$ cat config.mk
export PLATFORM = sky130hd
export DESIGN_NAME = psum_quantizer
export DESIGN_NICKNAME = d
export VERILOG_FILES = /design/src/rtl/accel_pkg.sv /design/src/rtl/psum_word_fifo.sv /design/src/rtl/psum_quantizer.sv
export SDC_FILE = /design/constraint.sdc
export NUM_CORES = 1
export LEC_CHECK = 0
export CELL_PAD_IN_SITES_DETAIL_PLACEMENT = 1
export CELL_PAD_IN_SITES_GLOBAL_PLACEMENT = 2
export CORE_MARGIN = 2
export CORE_UTILIZATION = 38
export CTS_BUF_LIST = sky130_fd_sc_hd__clkbuf_4 sky130_fd_sc_hd__clkbuf_8 sky130_fd_sc_hd__clkbuf_16
export CTS_CLUSTER_DIAMETER = 30
export DETAILED_ROUTE_END_ITERATION = 10
export PLACE_DENSITY_LB_ADDON = 0.1
export SLEW_MARGIN = 15
export SYNTH_ARGS = -nofsm -noshare
export SYNTH_HDL_FRONTEND = slang
export SYNTH_SLANG_ARGS = --single-unit
$ cat constraint.sdc
create_clock -name clk -period 7.7 [get_ports clk]
set_clock_uncertainty 0.15 [all_clocks]
set_input_delay 0.77 -clock clk [delete_from_list [all_inputs] [get_ports clk]]
set_output_delay 0.77 -clock clk [all_outputs]
set_load 0.005 [all_outputs]
$ cat src/rtl/accel_pkg.sv
// Shared accelerator definitions: default widths for the output datapath and
// the round-half-up / saturate requantization helper used by psum_quantizer.
package accel_pkg;

  localparam int PKG_DATA_WIDTH = 8;
  localparam int PKG_IN_WIDTH   = PKG_DATA_WIDTH * 2 + 6;
  localparam int PKG_LANES      = 4;
  localparam int PKG_FIFO_DEPTH = 4;

  typedef struct packed {
    logic                      sat;
    logic [PKG_DATA_WIDTH-1:0] data;
  } quant_t;

  localparam logic signed [PKG_IN_WIDTH:0] Q_MAX = (PKG_IN_WIDTH+1)'(2**(PKG_DATA_WIDTH-1) - 1);
  localparam logic signed [PKG_IN_WIDTH:0] Q_MIN = -(PKG_IN_WIDTH+1)'(2**(PKG_DATA_WIDTH-1));

  // Arithmetic right shift with round-half-up, then clip to the signed byte range.
  // The rounding add is one bit wider than the sum so it can never overflow.
  function automatic quant_t sat_round(input logic signed [PKG_IN_WIDTH-1:0] sum,
                                       input logic [4:0]                      shift);
    logic signed [PKG_IN_WIDTH:0] ext_v;
    logic signed [PKG_IN_WIDTH:0] rnd_v;
    logic signed [PKG_IN_WIDTH:0] q_v;
    quant_t                       res_v;
    ext_v = {sum[PKG_IN_WIDTH-1], sum};
    rnd_v = '0;
    if (shift == 5'd0) begin
      q_v = ext_v;
    end else if (32'(shift) >= PKG_IN_WIDTH) begin
      // Everything shifted out: only the sign survives.
      q_v = {(PKG_IN_WIDTH+1){sum[PKG_IN_WIDTH-1]}};
    end else begin
      rnd_v = ext_v + ((PKG_IN_WIDTH+1)'(1) << (shift - 5'd1));
      q_v   = rnd_v >>> shift;
    end
    if (q_v > Q_MAX) begin
      res_v.data = Q_MAX[PKG_DATA_WIDTH-1:0];
      res_v.sat  = 1'b1;
    end else if (q_v < Q_MIN) begin
      res_v.data = Q_MIN[PKG_DATA_WIDTH-1:0];
      res_v.sat  = 1'b1;
    end else begin
      res_v.data = q_v[PKG_DATA_WIDTH-1:0];
      res_v.sat  = 1'b0;
    end
    return res_v;
  endfunction

endpackage

$ cat src/rtl/psum_word_fifo.sv
// Small synchronous FIFO of packed output words with their per-lane byte enables.
// Head entry is presented combinationally from registered storage, zero when empty.
module psum_word_fifo #(
  parameter int DATA_W = 32,
  parameter int BE_W   = 4,
  parameter int DEPTH  = 4
) (
  input  logic                       clk,
  input  logic                       rst,
  input  logic                       push,
  input  logic [DATA_W-1:0]          push_data,
  input  logic [BE_W-1:0]            push_be,
  input  logic                       pop,
  output logic [DATA_W-1:0]          pop_data,
  output logic [BE_W-1:0]            pop_be,
  output logic                       full,
  output logic                       empty,
  output logic [$clog2(DEPTH):0]     count
);

  localparam int PTR_W = $clog2(DEPTH);
  localparam int CNT_W = PTR_W + 1;

  logic [DATA_W-1:0] data_mem_r [DEPTH];
  logic [BE_W-1:0]   be_mem_r   [DEPTH];
  logic [PTR_W-1:0]  wr_ptr_r;
  logic [PTR_W-1:0]  rd_ptr_r;
  logic [CNT_W-1:0]  count_r;
  logic              push_ok_s;
  logic              pop_ok_s;

  assign full      = (count_r == CNT_W'(DEPTH));
  assign empty     = (count_r == {CNT_W{1'b0}});
  assign count     = count_r;
  assign push_ok_s = push && !full;
  assign pop_ok_s  = pop && !empty;
  assign pop_data  = empty ? {DATA_W{1'b0}} : data_mem_r[rd_ptr_r];
  assign pop_be    = empty ? {BE_W{1'b0}}   : be_mem_r[rd_ptr_r];

  // Storage write; contents are don't-care until counted valid, so no reset.
  always_ff @(posedge clk) begin
    if (push_ok_s) begin
      data_mem_r[wr_ptr_r] <= push_data;
      be_mem_r[wr_ptr_r]   <= push_be;
    end
  end

  // Pointers and occupancy; power-of-2 depth lets pointers wrap naturally.
  always_ff @(posedge clk) begin
    if (rst) begin
      wr_ptr_r <= {PTR_W{1'b0}};
      rd_ptr_r <= {PTR_W{1'b0}};
      count_r  <= {CNT_W{1'b0}};
    end else begin
      if (push_ok_s) begin
        wr_ptr_r <= wr_ptr_r + PTR_W'(1);
      end
      if (pop_ok_s) begin
        rd_ptr_r <= rd_ptr_r + PTR_W'(1);
      end
      case ({push_ok_s, pop_ok_s})
        2'b10:   count_r <= count_r + CNT_W'(1);
        2'b01:   count_r <= count_r - CNT_W'(1);
        default: count_r <= count_r;
      endcase
    end
  end

endmodule

$ cat src/rtl/psum_quantizer.sv
// Requantizes signed total sums to bytes, packs LANES bytes per word and
// buffers finished words for the output-buffer writer.
module psum_quantizer
  import accel_pkg::*;
#(
  parameter int DATA_WIDTH = PKG_DATA_WIDTH,
  parameter int IN_WIDTH   = PKG_IN_WIDTH,
  parameter int LANES      = PKG_LANES,
  parameter int FIFO_DEPTH = PKG_FIFO_DEPTH
) (
  input  logic                        clk,
  input  logic                        rst,
  input  logic                        in_valid,
  output logic                        in_ready,
  input  logic [IN_WIDTH-1:0]         in_sum,
  input  logic                        in_last,
  input  logic [4:0]                  cfg_shift,
  input  logic                        cfg_clr_stat,
  output logic                        out_valid,
  input  logic                        out_ready,
  output logic [LANES*DATA_WIDTH-1:0] out_word,
  output logic [LANES-1:0]            out_byte_en,
  output logic [15:0]                 out_sat_cnt
);

  localparam int LP_W  = $clog2(LANES);
  localparam int CNT_W = $clog2(FIFO_DEPTH) + 1;
  localparam int WORD_W = LANES * DATA_WIDTH;

  logic [LP_W-1:0]   lane_ptr_r;
  logic [WORD_W-1:0] pack_r;
  logic [15:0]       sat_cnt_r;
  quant_t            q_s;
  logic              accept_s;
  logic              word_done_s;
  logic              push_s;
  logic              fifo_full_s;
  logic              fifo_empty_s;
  logic [CNT_W-1:0]  fifo_count_s;
  logic [WORD_W-1:0] push_word_s;
  logic [LANES-1:0]  push_be_s;

  assign in_ready    = (fifo_count_s < CNT_W'(FIFO_DEPTH));
  assign accept_s    = in_valid && in_ready && !fifo_full_s;
  assign word_done_s = (lane_ptr_r == LP_W'(LANES - 1)) || in_last;
  assign push_s      = accept_s && word_done_s;
  assign out_valid   = !fifo_empty_s;
  assign out_sat_cnt = sat_cnt_r;

  // Quantize the incoming sum.
  always_comb begin
    q_s = sat_round(in_sum, cfg_shift);
  end

  // Merge the new byte into the partial word and build the filled-lane mask.
  always_comb begin
    push_word_s = pack_r;
    push_be_s   = {LANES{1'b0}};
    for (int i = 0; i < LANES; i++) begin
      if (lane_ptr_r == LP_W'(i)) begin
        push_word_s[i*DATA_WIDTH +: DATA_WIDTH] = q_s.data;
      end else begin
        push_word_s[i*DATA_WIDTH +: DATA_WIDTH] = pack_r[i*DATA_WIDTH +: DATA_WIDTH];
      end
      push_be_s[i] = ((LP_W+1)'(i) <= {1'b0, lane_ptr_r});
    end
  end

  // Lane pointer and pack register; both restart after every pushed word.
  always_ff @(posedge clk) begin
    if (rst) begin
      lane_ptr_r <= {LP_W{1'b0}};
      pack_r     <= {WORD_W{1'b0}};
    end else if (accept_s) begin
      if (word_done_s) begin
        lane_ptr_r <= {LP_W{1'b0}};
        pack_r     <= {WORD_W{1'b0}};
      end else begin
        lane_ptr_r <= lane_ptr_r + LP_W'(1);
        pack_r     <= push_word_s;
      end
    end
  end

  // Saturation event counter; clear wins over a same-cycle increment.
  always_ff @(posedge clk) begin
    if (rst) begin
      sat_cnt_r <= 16'h0000;
    end else if (cfg_clr_stat) begin
      sat_cnt_r <= 16'h0000;
    end else if (accept_s && q_s.sat && (sat_cnt_r != 16'hFFFF)) begin
      sat_cnt_r <= sat_cnt_r + 16'h0001;
    end
  end

  psum_word_fifo #(
    .DATA_W (WORD_W),
    .BE_W   (LANES),
    .DEPTH  (FIFO_DEPTH)
  ) u_fifo (
    .clk       (clk),
    .rst       (rst),
    .push      (push_s),
    .push_data (push_word_s),
    .push_be   (push_be_s),
    .pop       (out_ready),
    .pop_data  (out_word),
    .pop_be    (out_byte_en),
    .full      (fifo_full_s),
    .empty     (fifo_empty_s),
    .count     (fifo_count_s)
  );

endmodule

# == After elaboration in Yosys (flattened, before gate mapping) ==
# Memories as Yosys holds them, arrays and structs flattened. A register that Yosys moved wholly into a read port is not among the register bits.
# Cells that the tools add are included.
# op_classes
n_addsub,8
magnitude_cmp,7
shift,2
eq_ne,7
reduce_logical,15
n_mux,19
# op_table
cell,n
two-way mux 32 bit,2
two-way mux 23 bit,2
two-way mux 8 bit,4
adder 22 x 23 -> 23 bit,1
"> comparator 23 x 8 -> 1 bit, second input constant",1
"< comparator 23 x 8 -> 1 bit, second input constant",1
"<< shifter 1 x 5 -> 23 bit, first input constant",1
>>> shifter 23 x 5 -> 23 bit,1
two-way mux 9 bit,2
"adder 16 x 1 -> 16 bit, second input constant",1
"!= test 16 bit, second input constant",1
two-way mux 2 bit,5
logical AND 1 bit,7
"adder 2 x 1 -> 2 bit, second input constant",3
"equality test 2 bit, second input constant",3
case mux 3 bit (2 select lines),1
">= comparator 5 bit, second input constant",1
logical NOT 5 bit,1
"subtractor 5 x 1 -> 5 bit, second input constant",1
"equality test 2 x 1 -> 1 bit, second input constant",2
"less-or-equal comparator 2 bit, first input constant",2
two-way mux 4 bit,1
"adder 3 x 1 -> 3 bit, second input constant",1
"equality test 3 bit, second input constant",1
10 further kinds,12
# totals
memories,2
ram_bits,140
reg_bits,57
output_inout_bits,54
# mem_list
memory,depth,word_bits,read_ports,rd_clocked_by_memory_dff,write_ports,line,text
u_fifo.data_mem_r,4,32,1,1,1,psum_word_fifo.sv:24,logic [DATA_W-1:0] data_mem_r [DEPTH];
u_fifo.be_mem_r,4,3,1,1,1,psum_word_fifo.sv:25,logic [BE_W-1:0] be_mem_r [DEPTH];

# == Logic depth before layout (Yosys ltp) ==
# Gate-level depths: netlist of run 1.
# depth
word_depth,11
ltp_mapped,25
mapped_depth_nobuf,19

# == Cells and area by module ==
# A second synthesis of run 1 with hierarchy kept.
# hier_totals
hier_cells,1144
hier_area_um2,12219.2
# modules_own_cells
module,area_per_inst_um2,cells_each,n_inst
psum_quantizer,6182.2,862,1
psum_word_fifo,6037.0,282,1

# == Worst setup path after synthesis of run 1 ==
# No wires, ideal clock.
# synth_path
path_type,input to register
from,in cfg_shift[2]
to,"mem u_fifo.data_mem_r[0][11], data pin"
arrival_time_ns,5.686
path_buffers,2
setup_time_ns,0.266
cell_stages,21
path_slack_ns,1.597
required_ns,7.284
cell_sequence,clkbuf_1 -> nor3_1 -> nand2_1 -> nand2_1 -> nor2_1 -> nand3_1 -> inv_1 -> ha_1 -> buf_6 -> a21o_1 -> a221o_2 -> a211oi_4 -> mux2_2 -> nor4b_2 -> a31oi_1 -> a22oi_1 -> o211ai_1 -> nor4_2 -> a31oi_1 -> a31o_2 -> mux2_2
# synth_between
elab_chain_cells,10
word_cells_on_any_way,13
cone_classes,add/sub: 2; order compare: 3; shift: 2; mux: 5; reduce/logical: 1
# synth_rtl
element,line,text
from (decl),psum_quantizer.sv:17,"input logic [4:0] cfg_shift,"
subtractor 5 x 1 -> 5 bit,accel_pkg.sv:34,rnd_v = ext_v + ((PKG_IN_WIDTH+1)'(1) << (shift - 5'd1));
<< shifter 1 x 5 -> 23 bit,accel_pkg.sv:34,
adder 22 x 23 -> 23 bit,accel_pkg.sv:34,
>>> shifter 23 x 5 -> 23 bit,accel_pkg.sv:35,q_v = rnd_v >>> shift;
two-way mux 23 bit,accel_pkg.sv:30,end else if (32'(shift) >= PKG_IN_WIDTH) begin
two-way mux 23 bit *,accel_pkg.sv:28,if (shift == 5'd0) begin
< comparator 23 x 8 -> 1 bit,accel_pkg.sv:40,end else if (q_v < Q_MIN) begin
two-way mux 9 bit,accel_pkg.sv:40,
two-way mux 9 bit *,accel_pkg.sv:37,if (q_v > Q_MAX) begin
two-way mux 8 bit *,psum_quantizer.sv:60,if (lane_ptr_r == LP_W'(i)) begin
named net push_word_s[11],psum_quantizer.sv:40,logic [WORD_W-1:0] push_word_s;
to (decl),psum_word_fifo.sv:24,
# Mark *: on every way through the listed nets, which the timed path passes. The rest lies on a longest branch.

# == Worst setup path in the final report of run 1 ==
# layout_path
from,in cfg_shift[4]
to,"mem u_fifo.data_mem_r[0][4], data pin"
# The elaborated chain is that of the path after synthesis.

==> results_dict.tcl, run 1 <==
set metrics [dict create \
    status "completed" \
    r2r_cells 10 \
    core_area_mm2 0.03245 \
    seq_area_frac_synth 0.4321 \
    area_growth_pct 17.43 \
    worstHoldPathCells 2 \
    synth_area_mm2 0.01246 \
    first_iter_violations 735 \
    powerDensity_mw_per_mm2 216.6 \
    ys_warn_count 0 \
    start_util 0.3840 \
    grt_max_degree 39 \
    synth.avg_cell_area_um2 10.03 \
    dieArea_mm2 0.03426 \
    fillers 3629 \
    swShare 0.3164 \
    clk_pin_slew_worst_paths_ps 80 \
    grtUsageTotal 0.2652 \
    drtAntennaViolNets 0 \
    synth_ff_type "edfxtp_1" \
    setup_viol 0 \
    gr-total-overflow 0 \
    fmax_ghz 0.1339 \
    cp_max_fo 14 \
    required_ps 7710 \
    power_switching_mw 1.003 \
    tightest_slew_ps 995.4 \
    clockBufferDepth 2 \
    layoutNonFillerInstCount 1795 \
    period_share 0.9696 \
    critPathLaunchType "primary input" \
    cap_violations 0 \
    final_layout_size_suffix_gt1_frac 0.1353 \
    place_hpwl_um 33680 \
    cts-htree-levels 4 \
    pwr-share-seq 0.387 \
    placed_cells 1763 \
    syn_inst 1243 \
    arrival_ps 7470 \
    async_flop_share 0 \
    min_path_type "flop to flop" \
    rsz0062_at_grt "no" \
    synth_edf_count 140 \
    via_count 10765 \
    power.total_mw 3.170 \
    power_frac_comb 0.335 \
    p_leak_nw 5.030 \
    hold_violations 0 \
    finalWirelength_um 44630 \
    layout_min_cycle_time_ps 7466 \
    rows 66 \
    synth_fp_nets 1310 \
    grt_pass1_vias 11001 \
    die_w_um 185.1 \
    routabilityCongestion 0.9695 \
    ir_worst_vdd_mv 0.1414 \
    whs_ps 311.2 \
    synthDistinctLibCells 94 \
    ys_ff_latch 199 \
    ios 87 \
    dr.pass1.iters 5 \
    maxSlewViolCount 0 \
    fin_area_mm2 0.01463 \
    grt_pass1_wl_um 68250 \
    die_h_um 185.1 \
    routedWlPerCell_um 24.86 \
    fin_nets 1407 \
    cts.sinks 199 \
    placed_area_mm2 0.01404 \
    end_kind "flop" \
    cts_setup_buffers 0 \
    antenna_cells 0 \
    drcViolationCount 0 \
    p_int_mw 2.167 \
    cts_made_buffers 17 \
    vias_per_cell 5.997 \
    slew_headroom 0.3294 \
    cts_hold_buf 0 \
    pwr-share-clk 0.278 \
    post-route-util 0.4509 \
    cts_tree "built" \
    root_buffer "clkbuf_16" \
    criticalPathCategory "primary input to flop" \
    clk_latency_ps 440 \
    antenna_found_initial 0 \
    portBuffers 86 \
]
-- worst paths after layout --
| check | from | to | slack, ps |
|---|---|---|---|
| setup / recovery | cfg_shift[4] | u_fifo.data_mem_r[0][4] | 230 |
| hold / removal | pack_r[9] | pack_r[9] | 310 |
| setup reg to reg | lane_ptr_r[0] | u_fifo.count[2] | 4760 |
| hold reg to reg | pack_r[9] | pack_r[9] | 310 |
-- layout by cell type (no fill, tap or decap), types with 25 or more instances in the layout --
cell type	netlist	routed
a21oi_1	89	89
and2_1	57	57
buf_4	3	64
clkdlybuf4s50_1	0	86
dfxtp_1	59	58
edfxtp_1	140	140
ha_1	32	32
inv_1	27	27
mux4_2	42	42
nand2_1	117	117
nand3_1	33	33
nand4_1	25	25
nor2_1	131	131
o21ai_0	55	55
-- state kept, by name, summed over array words and instances, names as in the netlist, named ones only --
name,count
u_fifo.data_mem_r,128
u_fifo.rd_ptr_r,2
out_sat_cnt,16
u_fifo.be_mem_r,12
lane_ptr_r,2
pack_r,32
u_fifo.wr_ptr_r,2
u_fifo.count,3
-- power groups by stage --
stage / clock network, mW / logic (mW) / registers (mW)
after global placement: 0 / 1.07 / 1.25
final: 0.881 / 1.06 / 1.23
after detailed placement: 0 / 1.08 / 1.25
after floorplan: 0 / 0.608 / 1.24
after global routing: 0.945 / 1.16 / 1.23
after CTS: 0.905 / 1.08 / 1.23
-- per-layer routing --
metal  up-vias  track usage  wire length, um
met5         -            0                0
met4         0      0.08857             1220
met3        63      0.03362             1654
met2       280       0.4593            22090
met1      5430       0.3426            19670
li1       4992            -                -
-- synthesized netlist by cell type (5+ instances only) --
cell | n | area [um^2]
edfxtp_1 | 140 | 4204
nor2_1 | 131 | 491.7
nand2_1 | 117 | 439.2
a21oi_1 | 89 | 445.4
dfxtp_1 | 59 | 1181
and2_1 | 57 | 356.6
o21ai_0 | 55 | 275.3
clkbuf_1 | 46 | 172.7
mux4_2 | 42 | 945.9
nand3_1 | 33 | 165.2
ha_1 | 32 | 400.4
inv_1 | 27 | 101.4
nand4_1 | 25 | 156.4
o211ai_1 | 23 | 172.7
o31ai_1 | 23 | 172.7
nor3_1 | 21 | 105.1
mux2i_1 | 16 | 160.2
a211oi_1 | 15 | 112.6
and3_1 | 15 | 93.84
or3_1 | 14 | 87.58
mux2_2 | 13 | 146.4
or4_1 | 13 | 97.59
buf_2 | 12 | 60.06
nor4_1 | 11 | 68.82
o221ai_1 | 11 | 96.34
xnor2_1 | 11 | 96.34
xor2_1 | 10 | 87.58
a21o_1 | 9 | 67.56
a31oi_1 | 9 | 56.30
o22ai_1 | 9 | 56.30
buf_1 | 8 | 30.03
o21a_1 | 8 | 60.06
a22oi_1 | 7 | 52.55
nor2b_1 | 7 | 43.79
or2_2 | 7 | 43.79
a221oi_1 | 5 | 43.79
a32o_1 | 5 | 50.05
and4_1 | 5 | 43.79
o2111ai_1 | 5 | 43.79
o31a_1 | 5 | 43.79
-- worst max-delay path, cell delays in order --
cell and delay (ps):
clkdlybuf4s50_1 490, buf_4 240, nor2_1 320, nand2_1 330, nor2_1 590, ha_1 490, a21oi_2 410, o21ai_0 150
a21oi_1 420, nor2_1 110, a311o_1 410, mux4_2 570, a221o_1 400, nor2_1 110, nand4_1 130, nor3_1 520
a21oi_1 370, o31ai_1 630
-- kinds of logic after synthesis --
| logic type | count (synthesis) | share of synthesized area |
|---|---|---|
| AOI/OAI and AO/OA | 338 | 0.1866 |
| and+or+nand+nor | 477 | 0.1927 |
| DFF | 199 | 0.4321 |
| adders and majority gates | 34 | 0.03534 |
| xor gates and xnor gates | 23 | 0.01837 |
| muxes | 71 | 0.1005 |
| buffers and inverters | 101 | 0.03434 |
-- stage by stage --
step	worst slack [ps]	TNS, ps
3_3_place_gp	108.2	0
3_5_place_dp	-3.994	-15.80
6_report	234.0	0
5_1_grt	6.718	0
2_1_floorplan	1597	0
4_1_cts	493.0	0
-- repair_timing --
action,4_1_cts,5_1_grt
endpoints found under the setup margin,0,3
resized for setup,0,1
endpoints found under the hold margin,0,0
-- area by class of cell --
| type | instances | area [um^2] | share of cell area |
|---|---|---|---|
| multi-input cells | 943 | 6655 | 0.4548 |
| flip-flops and latches | 199 | 5386 | 0.3681 |
| repair buffers | 150 | 1341 | 0.09166 |
| well taps | 442 | 553.0 | 0.03779 |
| clock buffers | 18 | 432.9 | 0.02958 |
| clock inverters | 14 | 156.4 | 0.01069 |
| inverters | 29 | 108.9 | 0.007438 |
Power figures use the tool's default switching activity.
==> run 2: changes to the inputs <==
Settings changed: CORE_ASPECT_RATIO from default to 0.7.
==> run 2 against run 1 <==
Net effect: maximum frequency increased by 3.3%; total power increased by 1.2%; largest cell class unchanged; largest power group unchanged; utilization increased by 0.93 points; global-route usage increased by 2.3 points; wire length increased by 7.9%; clock power decreased by 2%; critical path depth increased by 2; register-to-register slack got worse by 300 ps.
==> results_dict.tcl, run 2 (same netlist as run 1, synthesis figures left out) <==
set metrics [dict create \
    multi_input_area_mm2 0.006658 \
    grt_max_degree 39 \
    first_iter_violations 1109 \
    ios 87 \
    fillers 3633 \
    layoutNonFillerInstCount 1810 \
    tightest_slew_ps 1111 \
    gr-total-overflow 0 \
    final_cell_mix "edfxtp_1 (140), nor2_1 (131), nand2_1 (117)" \
    dieArea_mm2 0.03428 \
    clk_pin_slew_worst_paths_ps 70 \
    cts_tree "built" \
    fin_nets 1437 \
    core_area_mm2 0.03227 \
    portBuffers 86 \
    via_count 11122 \
    start_util 0.3861 \
    cts_setup_buffers 0 \
    slowest_stage "clkdlybuf4s50_1" \
    cts-htree-levels 4 \
    slew_headroom 0.2592 \
    fmax_ghz 0.1384 \
    root_buffer "clkbuf_16" \
    path_cells "clkdlybuf4s50_1 -> inv_1 -> nor2_1 -> nand2_1 -> nor2_1 -> ha_1 -> a21oi_2 -> o21a_1 -> o221ai_1 -> or2_2 -> o211ai_1 -> a222oi_1 -> a211oi_1 -> o32ai_1 -> nor4_2 -> a31oi_1 -> buf_4 -> a211oi_2 -> buf_4 -> a21oi_1" \
    required_ps 7660 \
    routedWlPerCell_um 26.61 \
    cts.sinks 199 \
    critPathLaunchType "primary input" \
    largest_reg_flops 128 \
    p_leak_nw 5.180 \
    grt_pass1_vias 11038 \
    cts_made_buffers 17 \
    setup_viol 0 \
    final_layout_size_suffix_gt1_frac 0.1555 \
    placed_cells 1778 \
    die_w_um 220.4 \
    antenna_found_initial 2 \
    clk_latency_ps 440 \
    min_path_type "flop to flop" \
    seq_area_mm2 0.005386 \
    final_common_cell "edfxtp_1" \
    rsz0062_at_grt "no" \
    vias_per_cell 6.145 \
    maxSlewViolCount 0 \
    status "completed" \
    hold_violations 0 \
    final.setup.tns_ps 0 \
    drtAntennaViolNets 0 \
    area_growth_pct 19.19 \
    cp_max_fo 12 \
    rows 55 \
    place_hpwl_um 37150 \
    clockBufferDepth 2 \
    antenna_cells 0 \
    layout_min_cycle_time_ps 7225 \
    routabilityCongestion 0.9710 \
    slowest_delay_ps 690 \
    finalWirelength_um 48160 \
    grt_pass1_wl_um 72330 \
    drcViolationCount 0 \
    die_h_um 155.5 \
    power.total_mw 3.209 \
    period_share 0.9384 \
    grtUsageTotal 0.2885 \
    cap_violations 0 \
    top_register "u_fifo.data_mem_r" \
    post-route-util 0.4602 \
    arrival_ps 7190 \
    criticalPathCategory "primary input to flop" \
    dr.pass1.iters 5 \
    ir_worst_vdd_mv 0.1941 \
    cts_hold_buf 0 \
    end_kind "flop" \
    powerDensity_mw_per_mm2 216.1 \
]
## run 2: changes by cell type in the layout (fill, tap and decap cells not counted), moves of 2 or more
cell | before | now
buf_12 | 0 | 3
and2_1 | 57 | 53
clkinv_2 | 0 | 4
buf_4 | 64 | 91
clkinv_1 | 1 | 3
and2_2 | 0 | 4
inv_8 | 5 | 2
clkinv_8 | 3 | 0
## run 2: power by group
part	internal [mW]	switching (mW)	total [mW]	leakage, nW
clock network	0.457	0.406	0.864	0.279
registers	1.21	0.0197	1.23	1.76
logic	0.536	0.581	1.12	3.14
## run 2: final cells by class
cell class / count / area share
inverters: 29 / 0.007329
clock buffers: 18 / 0.02957
clock inverters: 14 / 0.008255
well taps: 427 / 0.03597
multi-input cells: 943 / 0.4482
repair buffers: 180 / 0.1080
flip-flops and latches: 199 / 0.3626
## run 2: worst max-delay path: cells and delay by family
kind | cells | cell delay (ps)
AOI/OAI and AO/OA | 10 | 3150
and+or+nand+nor | 5 | 1510
buffers and inverters | 4 | 1380
adders and majority gates | 1 | 390
## run 2: timing repair
action                                  in CTS  in global routing
hold endpoints to repair                     0                  0
endpoints found under the setup margin       0                 20
gates resized for setup                      0                  1
## run 2: metal layers
metal	share of wire	up-vias	GRT usage
met5	0.00033	-	0
met4	0.0088	2	0.04442
met3	0.11	44	0.1065
met2	0.36	424	0.3535
met1	0.52	5603	0.4705
li1	-	5049	-
## run 2: through the flow
stage | hold slack (ps) | worst slack [ps] | area (um^2)
final | 311.5 | 474.7 | 14850
after CTS | 315.4 | 638.6 | 14850
after global routing | 332.2 | 32.48 | 14850
after floorplan | 274.9 | 1597 | 12460
after detailed placement | 297.1 | 200.9 | 14290
after global placement | 288.7 | 70.72 | 14290
## run 2: worst paths after layout
path	start	endpoint	slack, ps	cells past startpoint
worst min register to register	pack_r[1]	pack_r[1]	310	2
worst min-delay path	pack_r[1]	pack_r[1]	310	2
worst max register to register	lane_ptr_r[0]	u_fifo.data_mem_r[2][23]	4460	4
worst max-delay path	cfg_shift[3]	u_fifo.data_mem_r[1][9]	470	20
==> run 3: changes to the inputs <==
Settings changed: CORE_ASPECT_RATIO 0.7 to default, CORE_MARGIN 2 to default, GPL_ROUTABILITY_DRIVEN from default to 0.
==> run 3 against run 2 <==
Net effect: wire length fell by 12%; global-route usage fell by 2.9 points; critical path depth stayed put; maximum frequency up 1.3%; largest cell class unchanged.
==> results_dict.tcl, run 3 (same netlist as run 1, synthesis figures left out) <==
set metrics [dict create \
    placed_area_mm2 0.01405 \
    cts_resized 0 \
    grt_pass1_wl_um 65880 \
    cts.sinks 199 \
    final_common_cell "edfxtp_1" \
    worstReg2RegStart "lane_ptr_r[0]" \
    clk_pin_slew_worst_paths_ps 70 \
    final.setup.tns_ps 0 \
    post-route-util 0.4587 \
    vias_per_cell 5.958 \
    layoutNonFillerInstCount 1791 \
    finalWirelength_um 42610 \
    gr-total-overflow 0 \
    antenna_cells 0 \
    final_layout_size_suffix_gt1_frac 0.1357 \
    fin_nets 1410 \
    ios 87 \
    tightest_slew_ps 861.4 \
    critPathLaunchType "primary input" \
    layout_min_cycle_time_ps 7133 \
    clk_latency_ps 450 \
    core_area_mm2 0.03188 \
    ir_worst_vdd_mv 0.1626 \
    period_share 0.9264 \
    start_util 0.3909 \
    fillers 3556 \
    maxSlewViolCount 0 \
    required_ps 7710 \
    placed_cells 1759 \
    power.total_mw 3.134 \
    antenna_found_initial 0 \
    portBuffers 86 \
    largest_reg_flops 128 \
    dr.pass1.iters 5 \
    die_w_um 183.1 \
    fmax_ghz 0.1402 \
    slew_headroom 0.4196 \
    min_path_type "flop to flop" \
    area_growth_pct 17.35 \
    final_cell_mix "edfxtp_1 (140), nor2_1 (131), nand2_1 (117)" \
    cp_max_fo 8 \
    cts_made_buffers 17 \
    dieArea_mm2 0.03352 \
    cap_violations 0 \
    grtUsageTotal 0.2597 \
    criticalPathCategory "primary input to flop" \
    hp-start "pack_r[12]" \
    grt_pass1_vias 10925 \
    seq_area_mm2 0.005386 \
    routedWlPerCell_um 23.79 \
    via_count 10670 \
    worstSetupStartpoint "cfg_shift[4]" \
    p_leak_nw 5.035 \
    place_hpwl_um 32630 \
    cts-htree-levels 4 \
    multi_input_area_mm2 0.006649 \
    status "completed" \
    rows 65 \
    cts_hold_buf 0 \
    top_register "u_fifo.data_mem_r" \
    setup_viol 0 \
    cts_setup_buffers 0 \
    first_iter_violations 661 \
    die_h_um 183.1 \
    rsz0062_at_grt "no" \
    cts_tree "built" \
    drcViolationCount 0 \
    fin_area_mm2 0.01462 \
    root_buffer "clkbuf_16" \
    clockBufferDepth 2 \
    arrival_ps 7140 \
    grt_max_degree 39 \
    drtAntennaViolNets 0 \
    end_kind "flop" \
    powerDensity_mw_per_mm2 214.3 \
    hold_violations 0 \
]
## run 3: path summary, 6_finish.rpt
path	end	slack [ps]	depth (start not counted)
worst max-delay path	u_fifo.data_mem_r[1][4]	570	20
worst min-delay path	pack_r[12]	310	2
worst max register to register	u_fifo.count[2]	4810	10
worst min register to register	pack_r[12]	310	2
## run 3: layout make-up
class,instances,share of cell area
clock buffer,20,0.03149
clock inverter,12,0.007615
inverter,29,0.007444
multi-input combinational,943,0.4547
sequential,199,0.3683
tap,435,0.03722
timing repair buffer,153,0.09326
## run 3: through the flow
| stage | hold slack, ps | worst slack [ps] |
|---|---|---|
| finish | 305.5 | 566.9 |
| global route | 333.1 | 190.7 |
| CTS | 306.0 | 724.3 |
| detailed placement | 296.0 | 268.4 |
| global placement | 286.1 | 273.7 |
| floorplan | 274.9 | 1597 |
## run 3: layer usage
layer  wire length [um]  share of wire  track usage
met5                  0              0            0
met3               1667          0.039      0.03177
met1              18810           0.44       0.3338
met4               1471          0.035       0.1023
met2              20670           0.48       0.4446
## run 3: critical path, stage by stage
cell	delay, ps
clkdlybuf4s50_1	470
nor2_1	560
nand2_1	250
nor2_1	220
nand3_1	230
inv_1	140
ha_1	320
a21oi_1	250
o21ai_0	200
or2_2	350
a221oi_1	630
o32ai_1	250
a221oi_1	500
o2bb2ai_1	240
nor4_1	290
nand4_1	170
nor3_1	280
buf_4	170
a21oi_1	220
o31ai_1	620
## run 3: power by group
group	switching [mW]	leakage, nW	internal, mW
clock network	0.413	0.279	0.445
logic	0.528	2.99	0.520
registers	0.0184	1.76	1.21
